File: config.mk
export PLATFORM = sky130hd
export DESIGN_NAME = iq_cal_ctrl_flat
export DESIGN_NICKNAME = d
export VERILOG_FILES = /design/src/rtl/iq_cal_ctrl_if.sv /design/src/rtl/iq_cal_ctrl.sv /design/src/flat_wrapper.sv
export SDC_FILE = /design/constraint.sdc
export NUM_CORES = 1
export LEC_CHECK = 0
export ABC_AREA = 1
export ABC_CLOCK_PERIOD_IN_PS = 8200
export CORE_ASPECT_RATIO = 1.75
export CORE_UTILIZATION = 44
export CTS_CLUSTER_SIZE = 25
export DETAILED_ROUTE_END_ITERATION = 8
export PLACE_DENSITY = 0.67
export SLEW_MARGIN = 20
export SYNTH_ARGS = -nofsm -noshare
export SYNTH_HDL_FRONTEND = slang
export SYNTH_SLANG_ARGS = --single-unit
File: constraint.sdc
create_clock -name clk -period 8.2 [get_ports clk]
set_input_delay 1.64 -clock clk [delete_from_list [all_inputs] [get_ports clk]]
set_output_delay 1.64 -clock clk [all_outputs]
set_load 0.01 [all_outputs]
File: src/rtl/iq_cal_ctrl_if.sv
// rtl/iq_cal_ctrl_if.sv - control/debug bundle between iq_cal_ctrl (master) and iq_comp (slave)
interface iq_cal_ctrl_if #(
   parameter int W_WIDTH = 13
);
   logic [1:0]                op_mode;
   logic                      freeze_iqcomp;
   logic signed [W_WIDTH-1:0] Wr_store;
   logic signed [W_WIDTH-1:0] Wj_store;
   logic signed [W_WIDTH-1:0] Wr;
   logic signed [W_WIDTH-1:0] Wj;

   modport master (
      output op_mode, freeze_iqcomp, Wr_store, Wj_store,
      input  Wr, Wj
   );

   modport slave (
      input  op_mode, freeze_iqcomp, Wr_store, Wj_store,
      output Wr, Wj
   );
endinterface

File: src/rtl/iq_cal_ctrl.sv
// rtl/iq_cal_ctrl.sv - iq_comp calibration sequencer: adapt, detect convergence, freeze, capture, apply
module iq_cal_ctrl #(
   parameter int W_WIDTH          = 13,
   parameter int CNT_WIDTH        = 16,
   parameter int STABLE_THRESH    = 8,
   parameter int STABLE_CYCLES    = 256,
   parameter int MAX_ADAPT_CYCLES = 40000
) (
   input  logic                       clk,
   input  logic                       RESET,
   input  logic                       cal_start,
   input  logic                       cal_abort,
   input  logic                       load_w,
   input  logic signed [W_WIDTH-1:0]  w_load_r,
   input  logic signed [W_WIDTH-1:0]  w_load_j,
   iq_cal_ctrl_if.master              iq,
   output logic                       cal_busy,
   output logic                       cal_done,
   output logic                       cal_fail,
   output logic [CNT_WIDTH-1:0]       adapt_cnt
);

   typedef enum logic [2:0] {
      S_IDLE, S_CLEAR, S_ADAPT, S_FREEZE, S_CAPTURE, S_APPLY, S_FAIL
   } state_t;

   localparam logic [CNT_WIDTH-1:0]      CNT_MAX    = '1;
   localparam logic [CNT_WIDTH-1:0]      STABLE_LIM = CNT_WIDTH'(STABLE_CYCLES);
   localparam logic [CNT_WIDTH-1:0]      ADAPT_LIM  = CNT_WIDTH'(MAX_ADAPT_CYCLES);
   localparam logic signed [W_WIDTH:0]   THR        = (W_WIDTH+1)'(STABLE_THRESH);

   state_t                    state, state_n;
   logic                      clr_q, clr_n;
   logic                      first_q, first_n;
   logic signed [W_WIDTH-1:0] wr_prev, wj_prev, wr_prev_n, wj_prev_n;
   logic signed [W_WIDTH-1:0] wr_st_q, wj_st_q, wr_st_n, wj_st_n;
   logic [CNT_WIDTH-1:0]      stable_cnt, stable_n, adapt_n;
   logic [1:0]                op_mode_q, op_mode_n;
   logic                      freeze_q, freeze_n;
   logic                      busy_n, done_n, fail_n;
   logic signed [W_WIDTH:0]   d_r, d_j;
   logic                      is_stable;

   // One extra bit so a full-scale swing cannot alias into a small delta
   assign d_r = $signed({iq.Wr[W_WIDTH-1], iq.Wr}) - $signed({wr_prev[W_WIDTH-1], wr_prev});
   assign d_j = $signed({iq.Wj[W_WIDTH-1], iq.Wj}) - $signed({wj_prev[W_WIDTH-1], wj_prev});
   assign is_stable = (d_r >= -THR) && (d_r <= THR) && (d_j >= -THR) && (d_j <= THR);

   assign iq.op_mode       = op_mode_q;
   assign iq.freeze_iqcomp = freeze_q;
   assign iq.Wr_store      = wr_st_q;
   assign iq.Wj_store      = wj_st_q;

   always_comb begin
      state_n   = state;
      clr_n     = clr_q;
      first_n   = first_q;
      wr_prev_n = wr_prev;
      wj_prev_n = wj_prev;
      wr_st_n   = wr_st_q;
      wj_st_n   = wj_st_q;
      adapt_n   = adapt_cnt;
      stable_n  = stable_cnt;
      fail_n    = cal_fail;
      op_mode_n = 2'b00;
      freeze_n  = 1'b0;
      busy_n    = 1'b0;
      done_n    = 1'b0;

      if (cal_abort) begin
         state_n = S_IDLE;
      end else begin
         case (state)
            S_IDLE: begin
               if (cal_start) begin
                  state_n = S_CLEAR;
               end else if (load_w) begin
                  wr_st_n = w_load_r;
                  wj_st_n = w_load_j;
                  state_n = S_APPLY;
               end
            end
            S_CLEAR: begin
               clr_n = 1'b1;
               if (clr_q) state_n = S_ADAPT;
            end
            S_ADAPT: begin
               wr_prev_n = iq.Wr;
               wj_prev_n = iq.Wj;
               first_n   = 1'b0;
               if (adapt_cnt != CNT_MAX) adapt_n = adapt_cnt + 1'b1;
               if (!first_q) begin
                  if (!is_stable)               stable_n = '0;
                  else if (stable_cnt != CNT_MAX) stable_n = stable_cnt + 1'b1;
               end
               // Convergence is checked first so it wins a same-cycle tie with the budget
               if (stable_n >= STABLE_LIM)    state_n = S_FREEZE;
               else if (adapt_n >= ADAPT_LIM) state_n = S_FAIL;
            end
            S_FREEZE:  state_n = S_CAPTURE;
            S_CAPTURE: begin
               wr_st_n = iq.Wr;
               wj_st_n = iq.Wj;
               state_n = S_APPLY;
            end
            S_APPLY, S_FAIL: begin
               if (cal_start) state_n = S_CLEAR;
            end
            default: state_n = S_IDLE;
         endcase
      end

      if (state_n == S_CLEAR && state != S_CLEAR) begin
         clr_n    = 1'b0;
         first_n  = 1'b1;
         adapt_n  = '0;
         stable_n = '0;
         fail_n   = 1'b0;
      end
      if (state_n == S_FAIL) fail_n = 1'b1;

      // Outputs decoded from the next state so they register in step with it
      case (state_n)
         S_CLEAR:   busy_n = 1'b1;
         S_ADAPT:   begin op_mode_n = 2'b01; busy_n = 1'b1; end
         S_FREEZE,
         S_CAPTURE: begin op_mode_n = 2'b01; freeze_n = 1'b1; busy_n = 1'b1; end
         S_APPLY:   begin op_mode_n = 2'b10; done_n = 1'b1; end
         default:   ;
      endcase
   end

   always_ff @(posedge clk or posedge RESET) begin
      if (RESET) begin
         state      <= S_IDLE;
         clr_q      <= 1'b0;
         first_q    <= 1'b0;
         wr_prev    <= '0;
         wj_prev    <= '0;
         wr_st_q    <= '0;
         wj_st_q    <= '0;
         stable_cnt <= '0;
         adapt_cnt  <= '0;
         op_mode_q  <= 2'b00;
         freeze_q   <= 1'b0;
         cal_busy   <= 1'b0;
         cal_done   <= 1'b0;
         cal_fail   <= 1'b0;
      end else begin
         state      <= state_n;
         clr_q      <= clr_n;
         first_q    <= first_n;
         wr_prev    <= wr_prev_n;
         wj_prev    <= wj_prev_n;
         wr_st_q    <= wr_st_n;
         wj_st_q    <= wj_st_n;
         stable_cnt <= stable_n;
         adapt_cnt  <= adapt_n;
         op_mode_q  <= op_mode_n;
         freeze_q   <= freeze_n;
         cal_busy   <= busy_n;
         cal_done   <= done_n;
         cal_fail   <= fail_n;
      end
   end

endmodule

File: src/flat_wrapper.sv
// flat-port wrapper written by rule: the top's interface ports become plain ports
module iq_cal_ctrl_flat 
#(
   parameter int W_WIDTH          = 13,
   parameter int CNT_WIDTH        = 16,
   parameter int STABLE_THRESH    = 8,
   parameter int STABLE_CYCLES    = 256,
   parameter int MAX_ADAPT_CYCLES = 40000
)
  (clk, RESET, cal_start, cal_abort, load_w, w_load_r, w_load_j, cal_busy, cal_done, cal_fail, adapt_cnt, iq_op_mode, iq_freeze_iqcomp, iq_Wr_store, iq_Wj_store, iq_Wr, iq_Wj);
  iq_cal_ctrl_if #(.W_WIDTH(W_WIDTH)) iq_i ();
  input  logic clk;
  input  logic RESET;
  input  logic cal_start;
  input  logic cal_abort;
  input  logic load_w;
  input  logic signed [W_WIDTH-1:0] w_load_r;
  input  logic signed [W_WIDTH-1:0] w_load_j;
  output logic cal_busy;
  output logic cal_done;
  output logic cal_fail;
  output logic [CNT_WIDTH-1:0] adapt_cnt;
  output wire logic [$bits(iq_i.op_mode)-1:0] iq_op_mode;
  output wire logic [$bits(iq_i.freeze_iqcomp)-1:0] iq_freeze_iqcomp;
  output wire logic [$bits(iq_i.Wr_store)-1:0] iq_Wr_store;
  output wire logic [$bits(iq_i.Wj_store)-1:0] iq_Wj_store;
  input wire logic [$bits(iq_i.Wr)-1:0] iq_Wr;
  input wire logic [$bits(iq_i.Wj)-1:0] iq_Wj;
  assign iq_op_mode = iq_i.op_mode;
  assign iq_freeze_iqcomp = iq_i.freeze_iqcomp;
  assign iq_Wr_store = iq_i.Wr_store;
  assign iq_Wj_store = iq_i.Wj_store;
  assign iq_i.Wr = iq_Wr;
  assign iq_i.Wj = iq_Wj;
  iq_cal_ctrl #(.W_WIDTH(W_WIDTH), .CNT_WIDTH(CNT_WIDTH), .STABLE_THRESH(STABLE_THRESH), .STABLE_CYCLES(STABLE_CYCLES), .MAX_ADAPT_CYCLES(MAX_ADAPT_CYCLES)) u_core (.clk(clk), .RESET(RESET), .cal_start(cal_start), .cal_abort(cal_abort), .load_w(load_w), .w_load_r(w_load_r), .w_load_j(w_load_j), .iq(iq_i), .cal_busy(cal_busy), .cal_done(cal_done), .cal_fail(cal_fail), .adapt_cnt(adapt_cnt));
endmodule
==> results of run 1 <==
==> synth_stat cells <==
library cell / n / area (sq um)
nand4_4: 1 / 21.3
or2_0: 2 / 12.5
nor2_2: 30 / 188
xor2_1: 21 / 184
and2_0: 1 / 6.26
and2_1: 1 / 6.26
or2_2: 1 / 6.26
inv_2: 1 / 3.75
buf_6: 2 / 22.5
nand4_2: 1 / 12.5
clkinv_1: 1 / 3.75
o21ai_0: 49 / 245
nor2_4: 7 / 78.8
inv_1: 140 / 526
o21ai_2: 1 / 8.76
o22ai_1: 4 / 25.0
o211ai_1: 1 / 7.51
nand2_2: 7 / 43.8
o21a_1: 1 / 7.51
nand3b_1: 3 / 22.5
nor3_2: 1 / 10.0
nor3_1: 8 / 40.0
fa_1: 2 / 40.0
a311oi_1: 1 / 8.76
inv_4: 1 / 6.26
buf_12: 1 / 20.0
ha_1: 28 / 350
nor2_1: 97 / 364
nand3_2: 4 / 40.0
nand2_1: 290 / 1090
a31oi_1: 29 / 181
o21bai_1: 2 / 15.0
xnor2_1: 7 / 61.3
nand4_1: 22 / 138
buf_2: 1 / 5.00
clkbuf_1: 23 / 86.3
dfrtp_1: 95 / 2380
a21oi_2: 1 / 8.76
mux2i_1: 2 / 20.0
nand3_1: 93 / 465
a21oi_1: 24 / 120
==> logic make-up after synthesis <==
family	share of synthesized area
AND/OR/NAND/NOR	0.370
AO/OA/AOI/OAI	0.0913
flip-flops	0.346
XOR/XNOR	0.0357
multiplexers	0.00291
adder cells (fa/ha/maj)	0.0568
buffers and inverters	0.0979
==> power by group <==
group	leakage [nW]	internal, mW	switching [mW]
Combinational	2.72	0.647	1.04
Sequential	1.18	0.640	0.103
Clock	0.142	0.237	0.193
Total	4.04	1.52	1.34
==> worst max-delay path: stages <==
cell             delay, ns
clkdlybuf4s50_1       0.48
inv_1                 0.06
ha_1                  0.22
fa_1                  0.42
inv_1                 0.11
nand3_1               0.10
nand2_1               0.14
nand3_1               0.13
nand3_1               0.12
nand2_1               0.06
nand2_1               0.06
nand2_1               0.05
nor2_1                0.10
nand2_1               0.06
nand2_1               0.12
nand4_2               0.16
nand2_2               0.14
o21ai_2               0.08
nand3_2               0.08
nand2_2               0.07
nor2_4                0.12
nand4_4               0.11
inv_4                 0.46
nor2_1                0.07
==> final cells by class <==
class                   count  area [sq um]
fillers                  1538          6940
multi-input cells         742          3850
clock inverters             7          72.6
inverters                 143           542
flip-flops and latches     95          2380
well taps                 186           233
repair buffers            109          1080
clock buffers               9           225
==> flip-flops by register name, summed over array words and instances, names as in the netlist <==
register,flops
u_core.state,3
u_core.iq.op_mode,2
u_core.cal_done,1
u_core.first_q,1
u_core.stable_cnt,16
u_core.clr_q,1
u_core.iq.freeze_iqcomp,1
u_core.wr_prev,13
u_core.iq.Wr_store,13
u_core.wj_prev,13
u_core.iq.Wj_store,13
u_core.cal_busy,1
u_core.adapt_cnt,16
u_core.cal_fail,1
==> worst paths after layout <==
kind	start	end	depth (start not counted)
max in group asynchronous	RESET	u_core.stable_cnt[10]	3
worst min register to register	u_core.cal_fail	u_core.cal_fail	2
worst max-delay path	iq_Wj[0]	u_core.adapt_cnt[8]	24
min in group asynchronous	RESET	u_core.adapt_cnt[0]	2
worst min-delay path	u_core.cal_fail	u_core.cal_fail	2
worst max register to register	u_core.wj_prev[0]	u_core.adapt_cnt[8]	22
==> stage by stage <==
| stage | cells | worst slack, ns |
|---|---|---|
| 2_1_floorplan | 1007 | 4.04 |
| 3_3_place_gp | 1275 | 3.02 |
| 3_5_place_dp | 1275 | 2.91 |
| 4_1_cts | 1291 | 3.28 |
| 5_1_grt | 1291 | 2.91 |
| 6_report | 1291 | 3.27 |
==> cells in the final DEF (no fill, tap or decap), types with 5 or more instances in the layout <==
cell type	instances
nor2_2	31
nand4_1	22
nor3_1	8
nand3_1	93
nor2_1	95
clkbuf_16	9
ha_1	28
nand2_1	290
dfrtp_1	95
o21ai_0	49
buf_4	5
nand2_2	7
xnor2_1	7
inv_1	139
nor2_4	8
a21oi_1	23
clkdlybuf4s50_1	104
a31oi_1	29
xor2_1	21
==> routing by layer <==
metal / vias up / share of wire / global-route usage
li1: 3400 / - / -
met1: 3058 / 0.39 / 0.268
met2: 148 / 0.55 / 0.456
met3: 41 / 0.035 / 0.0291
met4: 0 / 0.032 / 0.101
met5: - / 0 / 0
==> qor.yml, run 1 <==
clockRootBuffer: "clkbuf_16"
ctsHoldBuffers: 0
routed_via_density: 5.15
holdWs_ns: 0.492
antenna_cells: 0
syn_avg_cell_area_sq_um: 6.83
initial_utilization: 0.449
synth_cells: 1007
routed_wl_mm: 18.3
relSlewSlack: 0.320
overflow: 0
grt_use_total: 0.244
dp_hpwl_mm: 14.1
post-route-util: 0.547
rsz0062_at_grt: "false"
peakVddDrop_mv: 0.201
antenna_found_initial: 0
maxSlewViolCount: 0
fin_nets: 1187
cts_tree: "yes"
arrival_ns: 5.15
path_clk_slew_ns: 0.07
layout_min_cycle_time_ns: 4.93
crit_required_ns: 8.41
timing.final.crit_share: 0.602
hp-class: "reg -> reg"
power.density_nw_per_um2: 341
die-width_microns: 96.5
fmax_mhz: 203
vias: 6647
htreeDepth: 3
cts_setup_buffers: 0
gp_congestion: 0.942
final_layout_size_suffix_gt1_frac: 0.0733
status: "complete, no violations"
stdcell_area_sq_um: 8380
yosysWarnings: 0
synthesis.nets: 1094
skew_ns: 0.0102
insertion_delay_ns: 0.35
synth_seq_area_share: 0.346
crit_path_end_kind: "flip-flop"
setup_viol: 0
drtIter0Drc: 269
coreArea_sq_um: 15300
clock_sinks: 95
r2r_setup_slack_ns: 4.71
drc: 0
firstDrtPassIters: 5
fp-row-count: 60
die_h_microns: 167
placed_area_sq_um: 8080
ys_ff_latch: 95
routedWlPerCell_microns: 14.2
grt_pass1_vias: 6699
p_leak_nw: 4.04
fin_setup_tns_ns: 0
grt_max_degree: 76
synth_area_sq_um: 6880
critPathLaunchType: "primary input"
max_cap_viol_count: 0
die-area_sq_um: 16200
cts_max_path_buffers: 2
cts_resized: 0
hold_viol_final: 0
finalPower_mw: 2.86
critPathMaxFanout: 33
grt_pass1_wl_mm: 30.8
cts_buffers: 9
critical_path_class: "in -> reg"
areaGrowthSynthToFinish_pct: 21.8
ant_nets: 0
placement.io_buffers: 104
ys_types: 41
tightest_slew_ns: 1.02
top_level_ports: 105
Power figures use the tool's default switching activity.
==> inputs of run 2 (changes only) <==
--- a/config.mk
+++ b/config.mk
@@ -6,12 +6,12 @@
 export NUM_CORES = 1
 export LEC_CHECK = 0
 export ABC_AREA = 1
-export ABC_CLOCK_PERIOD_IN_PS = 8200
+export ABC_CLOCK_PERIOD_IN_PS = 4400
 export CORE_ASPECT_RATIO = 1.75
 export CORE_UTILIZATION = 44
 export CTS_CLUSTER_SIZE = 25
 export DETAILED_ROUTE_END_ITERATION = 8
-export PLACE_DENSITY = 0.67
+export PLACE_DENSITY = 0.7
 export SLEW_MARGIN = 20
 export SYNTH_ARGS = -nofsm -noshare
 export SYNTH_HDL_FRONTEND = slang
==> constraint.sdc (replaced) <==
create_clock -name clk -period 4.4 [get_ports clk]
set_input_delay 0.88 -clock clk [delete_from_list [all_inputs] [get_ports clk]]
set_output_delay 0.88 -clock clk [all_outputs]
set_load 0.01 [all_outputs]
==> run 2 against run 1 <==
  * Total power rose by 91%
  * Clock power rose by 92%
  * Worst setup slack got worse by 2.9 ns
  * Combinational power rose by 92%
  * Sequential share of layout area fell by 0.46 points
  * Core utilization rose by 0.91 points
  * Die area did not move
  * Worst hold slack improved by 0.012 ns
  * Via count rose by 1.9%
  * Clock skew barely moved
  * First-iteration DRC count fell by 0.37%
  * Routed wire length rose by 1.3%
  * Highest routed layer unchanged
==> qor.yml, run 2 (same netlist as run 1, synthesis figures left out) <==
status: "complete, no violations"
tightest_slew_ns: 0.812  # -0.206 ns
stdcell_area_sq_um: 8520  # +1.7%
top_level_ports: 105  # unchanged
routedWlPerCell_microns: 14.2  # +0.34%
areaGrowthSynthToFinish_pct: 23.8
power.density_nw_per_um2: 640  # +88%
cts_tree: "yes"
cts_resized: 0  # unchanged
clockRootBuffer: "clkbuf_16"
swShare: 0.464  # -0.00279
skew_ns: 0.00995  # -0.000270 ns
fin_nets: 1199  # +1.0%
drc: 0  # unchanged
die-width_microns: 96.5  # unchanged
layout_common_cells: "nand2_1 (290), inv_1 (139), clkdlybuf4s50_1 (104)"
maxSlewViolCount: 0  # unchanged
cts_buffers: 9  # unchanged
relSlewSlack: 0.459  # +0.139
p_leak_nw: 4.11  # +1.9%
coreArea_sq_um: 15300  # unchanged
combPwrFrac: 0.596  # +0.007
htreeDepth: 3  # unchanged
clock_sinks: 95  # unchanged
initial_utilization: 0.449  # unchanged
post-place-ws_ns: 0.0689  # -2.85 ns
seq_area_sq_um: 2380  # unchanged
die_h_microns: 167  # unchanged
routed_wl_mm: 18.6  # +1.3%
die-area_sq_um: 16200  # unchanged
critPathLaunchType: "primary input"
peakVddDrop_mv: 0.331  # +65%
final_layout_size_suffix_gt1_frac: 0.0833  # +0.00996
p_switching_mw: 2.53  # +90%
antenna_cells: 0  # unchanged
final_common_cell: "nand2_1"
insertion_delay_ns: 0.35  # about the same
arrival_ns: 4.23  # -0.92 ns
post-route-util: 0.556  # +0.00907
hold_viol_final: 0  # unchanged
critPathMaxFanout: 10  # -70%
hp-class: "reg -> reg"
fp-row-count: 60  # unchanged
placement.io_buffers: 104  # unchanged
path_clk_slew_ns: 0.07  # about the same
fin_setup_tns_ns: 0  # unchanged
drtIter0Drc: 268  # -0.37%
multi_input_area_sq_um: 3850  # unchanged
grt_use_total: 0.248  # +0.00357
dp_hpwl_mm: 14.5  # +2.4%
crit_required_ns: 4.63  # -3.78 ns
cts_max_path_buffers: 2  # unchanged
critical_path_class: "in -> reg"
grt_pass1_vias: 6591  # -1.6%
setup_viol: 0  # unchanged
worst_slack_ns: 0.406  # -2.86 ns
power_frac_seq: 0.252  # -0.008
intPower_mw: 2.92  # +92%
overflow: 0  # unchanged
gp_congestion: 0.958  # +1.7%
routed_via_density: 5.20  # +0.97%
max_cap_viol_count: 0  # unchanged
firstDrtPassIters: 5  # unchanged
ant_nets: 0  # unchanged
ctsHoldBuffers: 0  # unchanged
timing.final.crit_share: 0.908
grt_max_degree: 76  # unchanged
rsz0062_at_grt: "false"
placed_area_sq_um: 8210  # +1.6%
cts_setup_buffers: 0  # unchanged
holdWs_ns: 0.504  # +0.0118 ns
largestRegisters: "u_core.adapt_cnt (16), u_core.stable_cnt (16)"
n_fill_cell: 1522  # -1.0%
vias: 6774  # +1.9%
p_clk_frac: 0.151  # about the same
grt_pass1_wl_mm: 31.3  # +1.4%
fmax_mhz: 250
layout_min_cycle_time_ns: 3.99
antenna_found_initial: 0  # unchanged
crit_path_end_kind: "flip-flop"
-- run 2: changes by cell type in the layout (fill, tap and decap cells not counted), sizes merged --
| cell | delta |
|---|---|
| inv | +3 |
| clkinv | -2 |
| clkinvlp | -1 |
| buf | +12 |
-- run 2: layout make-up --
cell class,instances,share of cell area
Clock buffer,9,0.0264
Clock inverter,7,0.00984
Inverter,143,0.0636
Multi-Input combinational cell,742,0.452
Sequential cell,95,0.279
Tap cell,186,0.0273
Timing Repair Buffer,121,0.142
-- run 2: critical path, cell delays in order --
cell,delay (ns)
clkdlybuf4s50_1,0.48
inv_1,0.06
ha_1,0.21
fa_1,0.41
inv_1,0.13
nand3_1,0.12
nand2_1,0.13
nand3_1,0.12
nand3_1,0.12
nand2_1,0.06
nand2_1,0.05
nand2_1,0.06
nor2_1,0.08
nand2_1,0.07
nand2_1,0.09
nand4_2,0.14
a21oi_1,0.18
nor2_2,0.06
nand3_2,0.06
nand2_2,0.07
nor2_4,0.12
nand4_4,0.10
inv_4,0.20
buf_4,0.18
nor2_2,0.04
-- run 2: worst paths after layout --
path | slack (ns) | depth (start not counted) | from | to
worst max-delay path | 0.41 | 25 | iq_Wj[0] | u_core.adapt_cnt[0]
worst min-delay path | 0.50 | 2 | u_core.wj_prev[0] | u_core.wj_prev[0]
worst max register to register | 1.09 | 23 | u_core.wj_prev[0] | u_core.adapt_cnt[0]
worst min register to register | 0.50 | 2 | u_core.wj_prev[0] | u_core.wj_prev[0]
max in group asynchronous | 2.61 | 3 | RESET | u_core.stable_cnt[1]
min in group asynchronous | 1.04 | 2 | RESET | u_core.adapt_cnt[9]
-- run 2: through the flow --
step                      std cells  total power [mW]
after floorplan                1007              3.59
final                          1303              5.45
after CTS                      1303              5.47
after global placement         1287              4.58
after global routing           1303              5.97
after detailed placement       1287              4.63
-- run 2: power groups by stage --
stage               clock [mW]  combinational (mW)  sequential [mW]
detailed placement           0                3.24             1.39
global placement             0                3.20             1.39
CTS                      0.840                3.25             1.38
global route             0.877                3.67             1.42
finish                   0.824                3.25             1.38
floorplan                    0                2.16             1.43
-- run 2: layer usage --
layer  part of all wire  GRT usage  up-vias  routed length [microns]
met2               0.55      0.460      137                    10200
met3              0.031     0.0286       32                      570
met1               0.39      0.278     3177                     7250
met4              0.029     0.0940        0                      532
met5                  0          0        -                        0
li1                   -          -     3428                        -
